**config.mk**
```make
export PLATFORM = sky130hd
export DESIGN_NAME = serial_pattern_tx
export DESIGN_NICKNAME = d
export VERILOG_FILES = /design/src/rtl/serial_pattern_tx.sv
export SDC_FILE = /design/constraint.sdc
export NUM_CORES = 1
export LEC_CHECK = 0
export CORE_AREA = 5 5 75 77
export CTS_BUF_LIST = sky130_fd_sc_hd__clkbuf_8 sky130_fd_sc_hd__clkbuf_16
export CTS_CLUSTER_DIAMETER = 30
export CTS_CLUSTER_SIZE = 28
export DETAILED_ROUTE_END_ITERATION = 10
export DIE_AREA = 0 0 80 82
export SLEW_MARGIN = 20
export SYNTH_ARGS = -nofsm -noshare
export SYNTH_HDL_FRONTEND = slang
export SYNTH_SLANG_ARGS = --single-unit
```
**constraint.sdc**
```tcl
create_clock -name clk -period 2.3 [get_ports clk]
set_input_delay 0.345 -clock clk [delete_from_list [all_inputs] [get_ports clk]]
set_output_delay 0.345 -clock clk [all_outputs]
set_load 0.03 [all_outputs]
```
**src/rtl/serial_pattern_tx.sv**
```systemverilog
// serial_pattern_tx: repeats a latched WIDTH-bit pattern MSB-first on dout with programmable idle gaps between repeats
module serial_pattern_tx #(
    parameter int WIDTH = 4,
    parameter int REP_W = 8,
    parameter int GAP_W = 4
) (
    input  logic             clk,
    input  logic             rst,
    input  logic             start_i,
    input  logic [WIDTH-1:0] pattern_i,
    input  logic [REP_W-1:0] repeat_i,
    input  logic [GAP_W-1:0] gap_i,
    input  logic             abort_i,
    output logic             ready_o,
    output logic             dout,
    output logic             dout_vld,
    output logic             busy_o,
    output logic             done_o
);
    localparam int IW = (WIDTH > 1) ? $clog2(WIDTH) : 1;
    typedef enum logic [1:0] {IDLE, SHIFT, GAP} state_t;
    state_t state_q, state_d;
    logic [WIDTH-1:0] pat_q, pat_d, sr_q, sr_d;
    logic [REP_W-1:0] rep_q, rep_d;
    logic [GAP_W-1:0] gap_q, gap_d, gcnt_q, gcnt_d;
    logic [IW-1:0]    idx_q, idx_d;
    logic             dout_d, vld_d, done_d;
    assign ready_o = state_q == IDLE;
    assign busy_o  = ~ready_o;
    // state, datapath and registered serial outputs
    always_ff @(posedge clk or posedge rst) begin
        if (rst) begin
            state_q  <= IDLE;
            pat_q    <= '0;
            sr_q     <= '0;
            rep_q    <= '0;
            gap_q    <= '0;
            gcnt_q   <= '0;
            idx_q    <= '0;
            dout     <= 1'b0;
            dout_vld <= 1'b0;
            done_o   <= 1'b0;
        end else begin
            state_q  <= state_d;
            pat_q    <= pat_d;
            sr_q     <= sr_d;
            rep_q    <= rep_d;
            gap_q    <= gap_d;
            gcnt_q   <= gcnt_d;
            idx_q    <= idx_d;
            dout     <= dout_d;
            dout_vld <= vld_d;
            done_o   <= done_d;
        end
    end
    // next state; sr_q always holds the bit currently on dout at its MSB
    always_comb begin
        state_d = state_q;
        pat_d   = pat_q;
        sr_d    = sr_q;
        rep_d   = rep_q;
        gap_d   = gap_q;
        gcnt_d  = gcnt_q;
        idx_d   = idx_q;
        dout_d  = 1'b0;
        vld_d   = 1'b0;
        done_d  = 1'b0;
        if (abort_i) begin
            state_d = IDLE;
            pat_d   = '0;
            sr_d    = '0;
            rep_d   = '0;
            gap_d   = '0;
            gcnt_d  = '0;
            idx_d   = '0;
        end else begin
            case (state_q)
                IDLE: if (start_i) begin
                    state_d = SHIFT;
                    pat_d   = pattern_i;
                    sr_d    = pattern_i;
                    rep_d   = (repeat_i == '0) ? REP_W'(1) : repeat_i;
                    gap_d   = gap_i;
                    idx_d   = '0;
                    dout_d  = pattern_i[WIDTH-1];
                    vld_d   = 1'b1;
                end
                SHIFT: if (idx_q == IW'(WIDTH-1)) begin
                    idx_d = '0;
                    if (rep_q > REP_W'(1)) begin
                        rep_d = rep_q - REP_W'(1);
                        if (gap_q != '0) begin
                            state_d = GAP;
                            gcnt_d  = gap_q;
                        end else begin
                            sr_d   = pat_q;
                            dout_d = pat_q[WIDTH-1];
                            vld_d  = 1'b1;
                        end
                    end else begin
                        state_d = IDLE;
                        rep_d   = '0;
                        done_d  = 1'b1;
                    end
                end else begin
                    idx_d  = idx_q + IW'(1);
                    sr_d   = sr_q << 1;
                    dout_d = sr_q[WIDTH-2];
                    vld_d  = 1'b1;
                end
                GAP: if (gcnt_q <= GAP_W'(1)) begin
                    state_d = SHIFT;
                    gcnt_d  = '0;
                    idx_d   = '0;
                    sr_d    = pat_q;
                    dout_d  = pat_q[WIDTH-1];
                    vld_d   = 1'b1;
                end else begin
                    gcnt_d = gcnt_q - GAP_W'(1);
                end
                default: state_d = IDLE;
            endcase
        end
    end
endmodule

```
### Word level (Yosys, flattened, before mapping)

Cells that the tools add are included.

* add/subtract/negate cells: 3
* $mul: 0
* divide/modulo/power cells: 0
* magnitude comparators: 2
* eq/ne operators: 11
* shift-type cells: 0
* multiplexer cells: 54
* bitwise operators: 1
* reductions and logical operators: 14

Operators with widths (count)
* 2-to-1 mux 4 bit: 11
* 2-to-1 mux 8 bit: 5
* 2-to-1 mux 2 bit: 10
* 2-to-1 mux 1 bit: 16
* case mux 8 bit (2 select lines): 1
* 2-to-1 mux 3 bit: 5
* != test 3 bit (second input constant): 5
* != test 4 bit (second input constant): 3
* case mux 2 bit (3 select lines): 2
* case mux 3 bit (3 select lines): 1
* greater-than comparator 8 x 1 -> 1 bit (second input constant): 1
* zero test 8 bit: 1
* case mux 4 bit (2 select lines): 1
* AND reduction 4 bit: 2
* nonzero test 4 bit: 2
* subtractor 8 x 1 -> 8 bit (second input constant): 1
* case mux 1 bit (3 select lines): 2
* AND reduction 3 bit: 2
* nonzero test 3 bit: 2
* AND reduction 5 bit: 1
* equality test 2 bit (second input constant): 2
* less-or-equal comparator 4 x 1 -> 1 bit (second input constant): 1
* nonzero test 2 bit: 2
* subtractor 4 x 1 -> 4 bit (second input constant): 1
* 5 further kinds: 5

* register bits after elaboration: 30
* bits in latches: 0
* bits in writable memories: 0
* ROM bits: 0
* input port bits: 20
* output and inout port bits: 5
* word-level logic and storage cells: 95
* memories kept: 0

### Longest topological paths before layout

* depth in word-level cells: 6
* depth in mapped cells: 8
* mapped depth without buffers: 7

### Worst setup path after synthesis

Ideal clock, no wire load.

* path kind: reg2reg
* start point: reg state_q[0]
* end point: reg sr_q[0]
* setup time: 125 ps
* data arrival time: 1988 ps
* data required time: 2175 ps
* setup slack: 187 ps
* cell stages (with the launch flop): 8
* path buffers: 0
* period minus slack after synthesis: 2113 ps
* cell sequence: dfrtp_1 inv_1 ha_1 nand2_1 o21ai_0 a21oi_1 a31oi_4 mux2_4

* cells in the longest elaborated chain, start to end: 3
* elaborated cells on any way between the ends: 11
* those cells by class: eq/ne (6); mux (2); reduce/logical (3)

Ends and longest elaborated chain
* start: declaration: RTL line 22 `state_t state_q, state_d;`
* start signal: assignment: RTL line 44 `state_q <= state_d;`
* zero test 2 bit *
* named net ready_o: RTL line 14 `output logic ready_o,`
* != test 3 bit (no line), or another cell as far along
* AND reduction 5 bit (no line) / 2-to-1 mux 3 bit (equally long branches)
* end signal: assignment: RTL line 46 `sr_q <= sr_d;`
* end: declaration: RTL line 23 `logic [WIDTH-1:0] pat_q, pat_d, sr_q, sr_d;`

The timed path passes the listed nets; every way through them passes the cells marked *.
A chain may end at the register's enable or synchronous reset.

### Worst setup path in the final report

* start point: reg state_q[0]
* end point: out ready_o

* cells in the longest elaborated chain, start to end: 1

Ends and longest elaborated chain
* zero test 2 bit: RTL line 28 `assign ready_o = state_q == IDLE;`
* end: declaration: RTL line 14

Every way passes these cells.

==> run metrics <==
status finished, final reports clean; Post-synth EDFFs 0; r2r setup slk about 190 ps; Worst Setup End Kind output port; clock root buffer clkbuf_8; Clock Path Buffers 2; RR Endpoint sr_q[0]; post-synthesis xor/xnor area fraction less than 1%; total number of vias around 1700; top-area cell type share of the netlist area roughly 40%; CTS tree done; core area 4940 sq um; layout cells sized above 1 14.1%; Die ar. 6560 sq um; TritonRoute pass-1 iters 4; simple-gate area share of the yosys netlist 22.8%; Synth warnings 0; Gate power share 54.8%; Resized cells post-CTS 0; delay-heaviest family, CP buffers and inverters; Tcrit/Tclk final 93.0%; Post-CTS Setup Bufs 0; FMAX 467 MHz; syn avg cell area between 8 and 9 sq um; DRT iter0 DRCs 150; maximum vdd drop 0.000566 V; RSZ-0062 raised after global routing no; design area approximately 2400 sq um; fin nets 277; GP Congestion 0.898; ys async rst share between 90% and 100%; hold_buf cts 0; Synth Area in Compound Gates 23.1%; vias in the first global route 1623; critical path's slowest cell clkdlybuf4s50_1; fin. max-slew vios 0; GRT Resource Usage Total 15.7%; Post-Synth Adder-Cell Area 6.00%; Num CTS Buffers 5; CP Data Required Time 1960 ps; post-route ant nets 0; Buf/Inv on CP 2; Vias per Instance 5.20; Final Hold Viols 0; Tmin final 2140 ps; number of antenna violations at the first check in global routing 0; most common cell in the netlist nand2_1; part of the power in the clock network 16.0%; DP Area 2280 sq um; sequential power share 29.2%; switching pwr 0.00111 W; Final Skew 2.54 ps; switching part of the total 42.0%; Die Span Y 82 um; routed wire length 4.65 mm; count of max-cap constraint violations 0; largest cells by area after synthesis dfrtp_1, nand2_1, ha_1; Post-Syn Instances between 200 and 250; Setup Crit Path Kind flip-flop to output port; FF+latch count, synth 30; largest family of logic cells by synthesized area compound AO/OA/AOI/OAI gates; Cell variety after synth 46; Cell Int Power around 0.0015 W; Final HPWL DP 3.63 mm; net count after synthesis 239; cell taking the most area after synthesis dfrtp_1; top cells by count, synth nand2_1, dfrtp_1, nor2_1, a21oi_1, inv_1; DRC Markers 0; maximum fanout along the worst path 7; sequential area share after synthesis 40.0%; Leakage slightly above 1 nW; Reg2Reg Launch Point rep_q[5]; total negative slack 0 ps; # rows 26; wire per inst 14.6 um; Die Wd 80 um; Synth-to-Final Area Change 26.3%; mux cell area share after synthesis ~3.0%; Startpoint Class flip-flop; pin count of the biggest net entering global routing 31; Ports 25; Starting Density 38.0%; dominant synthesized flop cell dfrtp_1; number of setup violations in the final report 0; total congestion overflow 0; Slew headroom between 60 and 70%; CTS Sinks 30; Netlist Area Pre-Place ~1900 sq um; CP peak stage delay 720 ps; PD cells 1110 nW/um^2; H-Tree Depth 2; worst-case reg-to-reg path depth 5; worst skew pair latency ~270 ps; Ant. Diodes 0; Clock transition at path regs 60 ps; hold crit path type input pin to asynchronous set/reset pin; IO buf count 24; Worst Path Arrival 1790 ps; Worst-Margin Slew 500 ps; first-pass GRT wire length 7.88 mm; CP cell instances inv_1, ha_1, clkdlybuf4s50_1
==> worst reg2reg max path, stage by stage, from the launching register on <==
cell,delay [ps]
dfrtp_1,400
or4_4,610
or3_4,450
nand2b_4,100
a31oi_4,120
mux2_4,320
==> worst max-delay path by stage <==
stage	startpoint	end	slack, ps	cells after the start
3_5_place_dp	rep_q[0]	dout	120	7
5_1_grt	state_q[0]	ready_o	50	3
4_1_cts	rep_q[0]	dout	90	7
2_1_floorplan	state_q[0]	sr_q[0]	190	7
6_report	state_q[0]	ready_o	160	3
3_3_place_gp	rep_q[0]	dout	160	7
==> registers in the layout, indices dropped and copies added, names as in the netlist <==
signal	cells
rep_q	8
gap_q	4
gcnt_q	4
pat_q	4
sr_q	3
idx_q	2
state_q	2
done_o	1
dout	1
dout_vld	1
==> layer usage <==
layer | GRT usage, % | vias up | share of wire (%)
li1 | - | 838 | -
met1 | 21.5 | 778 | 49
met2 | 24.3 | 37 | 45
met3 | 4.17 | 7 | 4.6
met4 | 4.90 | 0 | 1.4
met5 | 0 | - | 0
==> power groups by stage <==
stage	Sequential [W]	Combinational, W	Clock, W
global route	0.000794	0.00161	0.000462
global placement	0.000776	0.00144	0
detailed placement	0.000779	0.00145	0
CTS	0.000773	0.00145	0.000436
finish	0.000771	0.00145	0.000421
floorplan	0.000767	0.00106	0
==> kinds of logic after synthesis <==
family                     after synthesis
xor gates and xnor gates                 2
AOI/OAI and AO/OA                       59
muxes                                    4
buffers and inverters                   19
DFF                                     30
adders and majority gates                9
and+or+nand+nor                         87
==> area by class of cell <==
class	count	area, sq um
Timing Repair Buffer	38	345
Inverter	12	45.0
Clock buffer	6	82.6
Sequential cell	30	751
Multi-Input combinational cell	161	1050
Tap cell	70	87.6
Fill cell	494	2570
Clock inverter	2	8.76
==> through the flow <==
step | power [W] | setup slack [ps] | hold WS [ps] | std cells | util, %
2_1_floorplan | 0.00183 | 187 | 436 | 210 | -
3_3_place_gp | 0.00221 | 163 | 473 | 311 | 46.0
3_5_place_dp | 0.00222 | 116 | 485 | 311 | 46.0
4_1_cts | 0.00266 | 90.6 | 456 | 319 | 47.9
5_1_grt | 0.00287 | 49.5 | 478 | 319 | 47.9
6_report | 0.00264 | 161 | 447 | 319 | 47.9
==> layout by cell type (no fill, tap or decap), types with 7 or more instances in the layout <==
cell type	synthesis	routed
a21oi_1	17	17
nor2_1	19	18
nor3_1	7	7
nand2_1	34	34
dfrtp_1	30	30
inv_1	12	13
o21ai_0	8	8
buf_4	0	14
clkdlybuf4s50_1	0	24
ha_1	9	9
(Power assumes the default switching activity.)
